File: src/rtl/div_clock_ratio_meter.sv
// Measures the period of a slow input (e.g. a divided clock) in clk cycles and
// reports the period, floor(log2(period)) and whether it is a power of two.
module div_clock_ratio_meter #(
  parameter int CNT_W = 16,
  parameter int LOG_W = 5
) (
  input  logic             clk,
  input  logic             rst,
  input  logic             en,
  input  logic             sig_in,
  output logic [CNT_W-1:0] period,
  output logic [LOG_W-1:0] log2_n,
  output logic             pow2,
  output logic             valid,
  output logic             timeout
);

  typedef enum logic [1:0] {IDLE, ARM, MEAS} state_t;

  localparam logic [CNT_W-1:0] CNT_MAX = '1;
  localparam logic [CNT_W-1:0] CNT_ONE = CNT_W'(1);

  state_t           state, state_nx;
  logic             s1, s2, s3;
  logic             rise;
  logic [CNT_W-1:0] cnt, cnt_nx, period_nx;
  logic [LOG_W-1:0] log2_nx, msb_idx;
  logic             pow2_nx, valid_nx, timeout_nx;

  // Synchronizer keeps running while disabled so re-enabling sees no stale edge.
  always_ff @(posedge clk) begin
    if (rst) begin
      s1 <= 1'b0;
      s2 <= 1'b0;
      s3 <= 1'b0;
    end else begin
      s1 <= sig_in;
      s2 <= s1;
      s3 <= s2;
    end
  end

  assign rise = s2 & ~s3;

  always_comb begin
    msb_idx = '0;
    for (int unsigned i = 1; i < CNT_W; i++) begin
      if (cnt[i]) msb_idx = LOG_W'(i);
    end
  end

  always_ff @(posedge clk) begin
    if (rst) begin
      state   <= IDLE;
      cnt     <= '0;
      period  <= '0;
      log2_n  <= '0;
      pow2    <= 1'b0;
      valid   <= 1'b0;
      timeout <= 1'b0;
    end else begin
      state   <= state_nx;
      cnt     <= cnt_nx;
      period  <= period_nx;
      log2_n  <= log2_nx;
      pow2    <= pow2_nx;
      valid   <= valid_nx;
      timeout <= timeout_nx;
    end
  end

  always_comb begin
    state_nx   = state;
    cnt_nx     = cnt;
    period_nx  = period;
    log2_nx    = log2_n;
    pow2_nx    = pow2;
    valid_nx   = 1'b0;
    timeout_nx = 1'b0;
    if (!en) begin
      state_nx = IDLE;
      cnt_nx   = '0;
    end else begin
      case (state)
        IDLE: begin
          cnt_nx   = '0;
          state_nx = ARM;
        end
        ARM: begin
          if (rise) begin
            cnt_nx   = CNT_ONE;
            state_nx = MEAS;
          end
        end
        MEAS: begin
          // A rise on the terminal count is still a valid measurement.
          if (rise) begin
            period_nx = cnt;
            log2_nx   = msb_idx;
            pow2_nx   = ((cnt & (cnt - CNT_ONE)) == '0);
            valid_nx  = 1'b1;
            cnt_nx    = CNT_ONE;
          end else if (cnt == CNT_MAX) begin
            timeout_nx = 1'b1;
            cnt_nx     = '0;
            state_nx   = ARM;
          end else begin
            cnt_nx = cnt + CNT_ONE;
          end
        end
        default: begin
          state_nx = IDLE;
          cnt_nx   = '0;
        end
      endcase
    end
  end

endmodule
File: config.mk
export PLATFORM = sky130hd
export DESIGN_NAME = div_clock_ratio_meter
export DESIGN_NICKNAME = d
export VERILOG_FILES = /design/src/rtl/div_clock_ratio_meter.sv
export SDC_FILE = /design/constraint.sdc
export NUM_CORES = 1
export LEC_CHECK = 0
export BUFFER_PORTS_ARGS = -buffer_cell sky130_fd_sc_hd__buf_2
export CAP_MARGIN = 10
export CORE_MARGIN = 2
export CORE_UTILIZATION = 57
export CTS_CLUSTER_DIAMETER = 80
export DETAILED_ROUTE_END_ITERATION = 7
export PLACE_DENSITY = 0.78
export SLEW_MARGIN = 20
export SYNTH_ARGS = -nofsm -noshare
export SYNTH_HDL_FRONTEND = slang
export SYNTH_SLANG_ARGS = --single-unit
export TNS_END_PERCENT = 50
File: constraint.sdc
create_clock -name clk -period 1.9 [get_ports clk]
set_input_delay 0 -clock clk [delete_from_list [all_inputs] [get_ports clk]]
set_output_delay 0 -clock clk [all_outputs]
set_load 0.1 [all_outputs]
# --- Yosys cells after proc, flatten, opt, wreduce, memory -nomap -nowiden ---
# Index checks and enable logic that the tools add are counted.
totals:
  reg_bits: 45
  input_bits: 4
  output_inout_bits: 24
classes:
  n_addsub: 2
  n_eq_ne: 6
  muxes: 25
  bitwise: 5
  reduce_logical: 7
ops:
  columns: ["cell", "n"]
  rows:
  - ["5-bit two-way mux", 14]
  - ["16-bit two-way mux", 3]
  - ["16-bit case mux with 2 select lines", 1]
  - ["16-bit by 1-bit adder with 16-bit output (second input constant)", 1]
  - ["16-bit bitwise AND", 1]
  - ["16-bit == test (second input constant)", 1]
  - ["16-bit zero test", 1]
  - ["16-bit by 1-bit subtractor with 16-bit output (second input constant)", 1]
  - ["2-bit two-way mux", 3]
  - ["2-bit inequality test (second input constant)", 3]
  - ["2-bit case mux with 3 select lines", 1]
  - ["3-bit AND reduction", 2]
  - ["4-bit OR reduction", 1]
  - ["1-bit two-way mux", 3]
  - ["1-bit inverter", 3]
  - ["3-bit OR reduction", 1]
  - ["2-bit by 1-bit == test with 1-bit output (second input constant)", 1]
  - ["2-bit == test (second input constant)", 1]
  - ["2-bit zero test", 1]
  - ["2-bit OR reduction", 1]
  - ["1-bit bitwise AND", 1]

# --- Longest topological paths before layout ---
# Gate-level depths: netlist of the first run.
depth:
  ltp_word: 15
  depth_mapped: 8
  depth_no_buf: 8

# --- Least setup slack after synthesis of the first run ---
# OpenSTA, ideal clock, no wires.
synth_path:
  path_kind: "flip-flop to flip-flop"
  from: "register state[0]"
  to: "register pow2"
  setup_time_ps: 63
  arrival_time_ps: 1594
  path_slack_ps: 243
  stages_incl_launch_ff: 9
  n_path_buf: 1
  cell_sequence: "dfxtp_1 > inv_1 > ha_1 > buf_2 > nand3_1 > a2111oi_0 > nand4_1 > nor4_1 > a32o_1"
synth_between:
  elab_chain_cells: 2
synth_lines:
  columns: ["element", "line", "rtl"]
  rows:
  - ["from (decl)", "23", "state_t state, state_nx;"]
  - ["from (signal assigned)", "62", "state <= state_nx;"]
  - ["2-bit == test", "84", "case (state)"]
  - ["3-bit AND reduction (no line)", null, null]
  - ["to (signal assigned)", "66", "pow2 <= pow2_nx;"]
  - ["to (decl)", "13", "output logic pow2,"]
# No other way between the ends.
# A chain may end at the register's enable or synchronous reset.

# --- Worst setup path after layout of the first run ---
layout_path:
  from: "register cnt[2]"
  to: "register pow2"
layout_between:
  elab_chain_cells: 3
layout_lines:
  columns: ["element", "line", "rtl"]
  rows:
  - ["from (decl)", "26", "logic [CNT_W-1:0] cnt, cnt_nx, period_nx;"]
  - ["from (signal assigned)", "63", "cnt <= cnt_nx;"]
  - ["16-bit by 1-bit subtractor with 16-bit output", "100", "pow2_nx = ((cnt & (cnt - CNT_ONE)) == '0);"]
  - ["16-bit bitwise AND *", "100", null]
  - ["16-bit zero test *", "100", null]
# Every way passes the cells marked *; elsewhere a longest branch is shown, timed or not.

==> flow_metrics.py, run 1 <==
metrics = {
    "routing": {
        "drt_wl_total_um": 5620,
        "num_vias": 2139,
        "drc_errors": 0,
        "drtIter0Drc": 145,
        "via_per_inst": 5.73,
        "wire_per_inst_um": 15.1,
        "drtPass1Iterations": 4,
        "ant_nets": 0,
    },
    "global_route": {
        "grt_max_degree": 26,
        "grt_pass1_vias": 1896,
        "gr-total-overflow": 0,
        "grt_pass1_wl_um": 8830,
        "antenna_found_initial": 0,
        "grt.total_usage_pct": 25.9,
    },
    "synthesis": {
        "synth.distinct_cells": 53,
        "synth_cells": 286,
        "synth_area_um2": 2330,
        "synth_area_leaders": "dfxtp_1 38%, nand2_1 7.6%, a21oi_1 5.8%",
        "ys_seq_elements": 44,
        "synth_top_cell_by_area": "dfxtp_1",
        "avgSynthCellArea_um2": 8.13,
        "synth_fp_nets": 297,
        "yosysSeqAreaShare_pct": 37.9,
        "ys_warn_count": 0,
        "synth_top_area_share_pct": 37.9,
    },
    "placement": {
        "portBuffers": 26,
        "gp_congestion": 0.955,
        "dp_slack_ps": 62.6,
        "place_inst": 363,
        "place_area_um2": 2540,
        "hpwlAfterDp_um": 3980,
    },
    "sta": {
        "relSlewSlack_pct": 58.9,
        "setup_slack_ps": 31.9,
        "worst_pin_slew_ps": 616,
        "drv_slew": 0,
        "finalSetupViolCount": 0,
        "final.setup.tns_ps": 0,
        "fin_worst_skew_ps": 1.55,
        "hold_viol": 0,
        "finalCriticalPeriod_ps": 1870,
        "period_share_pct": 98.3,
        "max_clock_freq_mhz": 535,
        "rsz0062_at_grt": "yes",
        "hold_ws_ps": 95.8,
    },
    "floorplan": {
        "dieArea_um2": 4610,
        "die_w_um": 67.9,
        "ios": 28,
        "dieHeight_um": 67.9,
        "rows": 23,
        "initial_utilization_pct": 58.6,
        "core_um2": 3970,
    },
    "worst_setup_path": {
        "reg2reg_from": "cnt[2]",
        "path_max_fanout": 9,
        "worstPathArrival_ps": 2120,
        "r2r_slack_ps": 30,
        "reg2reg_depth": 6,
        "startpoint": "cnt[2]",
        "critPathKind": "reg -> reg",
        "crit_path_start_kind": "flop",
        "r2r_end": "pow2",
        "crit_path_end_kind": "flop",
        "required_ps": 2150,
    },
    "cells_and_area": {
        "final_common_cell": "nand2_1",
        "area_growth_syn_to_layout_pct": 15.9,
        "drive_gt1_share_pct": 23.5,
        "layoutNonFillerInstCount": 373,
        "final_cell_mix": "47 x nand2_1, 40 x dfxtp_1, 27 x a21oi_1, 27 x nor2_1, 26 x buf_2",
        "design_area_um2": 2700,
        "postLayoutCoreUtil_pct": 67.9,
        "num_antenna_cells": 0,
        "final_nets": 333,
    },
    "power": {
        "irDropWorstVdd_mv": 0.439,
        "leakagePower_nw": 1.07,
        "power_mw": 1.74,
        "power_density_nw_per_um2": 647,
    },
    "cts": {
        "cts_root_buffer": "clkbuf_8",
        "cts_buffers": 5,
        "cts_sinks": 44,
        "h-tree-depth": 2,
        "clk-insertion-delay-late_ps": 300,
        "clock_path_buffers": 2,
        "clkTransAtPathRegs_ps": 90,
        "cts_tree": "yes",
    },
    "outcome": {
        "status": "finished clean",
    },
    "worst_hold_path": {
        "min_to": "cnt[1]",
        "hold_path.class": "in -> reg",
        "hp-start": "en",
        "min_path_cells": 3,
    },
    "job": {
        "maxCapViolations": 0,
    },
}
[critical path, stage by stage (launching register included)]
cell and delay (ps):
dfxtp_2 390, nor4_4 340, nand4_1 220, o32ai_1 370, nand2_1 120, nor4_2 220, a32o_1 150
[power breakdown]
group	switching [mW]	leakage [nW]	internal, mW
logic	0.0488	0.661	0.0205
clock network	0.350	0.0548	0.396
registers	0.00285	0.357	0.925
total	0.402	1.07	1.34
[cells by family after synthesis]
logic type	count (synthesis)	share of synthesized area, %
simple gates	124	26.7
flops	44	37.9
fa+ha+maj	7	3.77
buf+inv	36	9.41
xor+xnor	11	4.14
other cells	1	0.161
compound gates	63	18.0
[final cells by class]
type / instances / area (um2)
Clock inverter: 3 / 46.3
Sequential cell: 44 / 886
Timing Repair Buffer: 52 / 340
Clock buffer: 5 / 68.8
Tap cell: 50 / 62.6
Inverter: 13 / 48.8
Multi-Input combinational cell: 206 / 1240
Fill cell: 331 / 1270
[how the worst max path moves through the flow]
stage	slack, ps	endpoint
floorplan	240	pow2
CTS	50	pow2
finish	30	pow2
detailed placement	60	pow2
global route	-160	pow2
global placement	110	pow2
[what timing repair did]
action	4_1_cts	5_1_grt
hold buffers	1	0
endpoints found under the hold margin	1	0
endpoints found under the setup margin	0	12
resized for setup	0	8
buffers inserted	0	1
[state kept, by name, summed over array words and instances (netlist names)]
signal and flops:
log2_n 4, timeout 1, pow2 1, s1 1, s3 1, cnt 16, state 2, valid 1
period 16, s2 1
[Yosys cell counts (all sizes together)]
master and count:
nor4 4, nand2b 1, xnor2 7, nand3 12, a31oi 1, a221oi 1
a22oi 1, o21a 1, o32ai 2, clkbuf 16, dfxtp 44, a41oi 1
o31ai 1, a21oi 27, a32o 1, nand4b 1, o211ai 2, nor2b 7
o32a 1, nor3 7, and3 5, nand2 48, o22ai 2, a21boi 1
ha 7, and4 2, buf 7, xor2 4, nor2 27, nor3b 1
o21bai 2, o21ai 13, o41ai 3, o2111a 1, nand4 7, a211oi 1
and2 1, conb 1, inv 13, a2111oi 1, and2b 1
[routing by layer]
| layer | up-vias | share of wire (%) | global-route usage, % |
|---|---|---|---|
| li1 | 1054 | - | - |
| met1 | 1003 | 44 | 33.9 |
| met2 | 71 | 48 | 41.9 |
| met3 | 11 | 6.4 | 5.92 |
| met4 | 0 | 1.9 | 9.50 |
| met5 | - | 0 | 0 |
(Power assumes the default switching activity.)
==> run 2, diff against run 1 <==
- CORE_UTILIZATION: 57 -> 60
- CTS_BUF_LIST: unset -> sky130_fd_sc_hd__clkbuf_8
- PLACE_DENSITY: 0.78 -> 0.82
==> flow_metrics.py, run 2 (same netlist as run 1, synthesis figures left out) <==
metrics = {
    "sta": {
        "finalSetupViolCount": 0,
        "max_clock_freq_mhz": 543,
        "hold_viol": 0,
        "relSlewSlack_pct": 60.2,
        "hold_ws_ps": 85.3,
        "worst_pin_slew_ps": 595,
        "setup_slack_ps": 59.3,
        "finalCriticalPeriod_ps": 1840,
        "fin_worst_skew_ps": 6.28,
        "period_share_pct": 96.9,
        "drv_slew": 0,
    },
    "cells_and_area": {
        "design_area_um2": 2670,
        "area_growth_syn_to_layout_pct": 14.7,
        "final_common_cell": "nand2_1",
        "final_nets": 337,
        "num_antenna_cells": 0,
        "final_cell_mix": "47 x nand2_1, 41 x dfxtp_1, 29 x buf_4",
        "layoutNonFillerInstCount": 375,
        "reg_top3": "cnt (16), period (16), log2_n (4)",
        "drive_gt1_share_pct": 22.9,
    },
    "routing": {
        "routed.top_layer": "met4",
        "drc_errors": 0,
        "met1_length_um": 2530,
        "drtPass1Iterations": 4,
        "via_per_inst": 5.73,
        "wl_met2_um": 2690,
        "met3_length_um": 344,
        "num_vias": 2150,
        "drt_wl_total_um": 5700,
        "ant_nets": 0,
        "wire_per_inst_um": 15.2,
        "drtIter0Drc": 144,
    },
    "power": {
        "irDropWorstVdd_mv": 0.765,
        "leakagePower_nw": 1.08,
        "power_density_nw_per_um2": 587,
    },
    "floorplan": {
        "ios": 28,
        "dieHeight_um": 66.3,
        "initial_utilization_pct": 63.1,
        "die_w_um": 66.3,
        "rows": 22,
        "core_um2": 3690,
        "dieArea_um2": 4390,
    },
    "placement": {
        "hpwlAfterDp_um": 4120,
        "gp_congestion": 0.948,
        "place_area_um2": 2550,
        "place_inst": 364,
        "portBuffers": 26,
        "dp_slack_ps": 95.4,
    },
    "worst_setup_path": {
        "slowest_stage": "dfxtp_1",
        "crit_path_start_kind": "flop",
        "crit_buf_inv": 0,
        "path_max_fanout": 5,
        "critical-path-max-stage-delay_ps": 370,
        "required_ps": 2150,
        "critPathTopFamily": "simple AND/OR/NAND/NOR gates",
        "crit_path_end_kind": "flop",
        "critPathKind": "reg -> reg",
        "path_cells": "nor4_4 > nand4_1 > o32ai_1 > nand2_1 > nor4_1 > a32o_1",
        "worstPathArrival_ps": 2090,
    },
    "cts": {
        "cts_root_buffer": "clkbuf_8",
        "cts_buffers": 5,
        "clkTransAtPathRegs_ps": 80,
        "clk-insertion-delay-late_ps": 300,
        "clock_path_buffers": 2,
        "cts_tree": "yes",
        "h-tree-depth": 2,
        "cts_sinks": 44,
    },
    "global_route": {
        "grt.total_usage_pct": 28.5,
        "antenna_found_initial": 0,
        "grt_max_degree": 26,
        "grt_pass1_wl_um": 9380,
        "gr-total-overflow": 0,
        "grt_pass1_vias": 1933,
    },
    "worst_hold_path": {
        "hold_path.class": "in -> reg",
    },
    "job": {
        "maxCapViolations": 0,
    },
    "outcome": {
        "status": "finished clean",
    },
}
[run 2: worst paths after layout]
| check | startpoint | end | slack [ps] | depth (start not counted) |
|---|---|---|---|---|
| setup reg to reg | cnt[3] | pow2 | 60 | 6 |
| setup / recovery | cnt[3] | pow2 | 60 | 6 |
| hold / removal | en | cnt[1] | 90 | 3 |
| hold reg to reg | period[4] | period[4] | 450 | 2 |
[run 2: per-layer routing]
layer,up-vias,GRT usage [%]
met2,91,44.8
met4,0,11.2
met5,-,0
li1,1060,-
met3,14,6.64
met1,985,37.6
[run 2: final cells by class]
type                    instances  area (um2)
clock buffers                   5        68.8
repair buffers                 56         358
clock inverters                 3        16.3
inverters                      13        48.8
well taps                      48        60.1
fillers                       302        1020
flip-flops and latches         44         885
multi-input cells             206        1230
[run 2: power by group]
group / leakage [nW] / total [mW] / internal [mW] / switching [mW]
Combinational: 0.675 / 0.0680 / 0.0205 / 0.0475
Clock: 0.0507 / 0.571 / 0.252 / 0.319
Sequential: 0.356 / 0.928 / 0.925 / 0.00299
[run 2: repair_timing]
item                                    4_1_cts  5_1_grt
hold buffers                                  1        0
endpoints found under the setup margin        0       11
gates resized for setup                       0        5
buffers inserted                              0        2
endpoints found under the hold margin         1        0
[run 2: through the flow]
| step | setup TNS [ps] | power [mW] | util [%] |
|---|---|---|---|
| 2_1_floorplan | 0 | 0.996 | - |
| 3_3_place_gp | 0 | 1.01 | 69.1 |
| 3_5_place_dp | 0 | 1.02 | 69.1 |
| 4_1_cts | 0 | 1.58 | 71.7 |
| 5_1_grt | -43.1 | 1.62 | 72.4 |
| 6_report | 0 | 1.57 | 72.4 |
[run 2: worst reg2reg max path, stage by stage (launching register included)]
cell     delay (ps)
dfxtp_1         370
nor4_4          360
nand4_1         240
o32ai_1         330
nand2_1         100
nor4_1          240
a32o_1          160
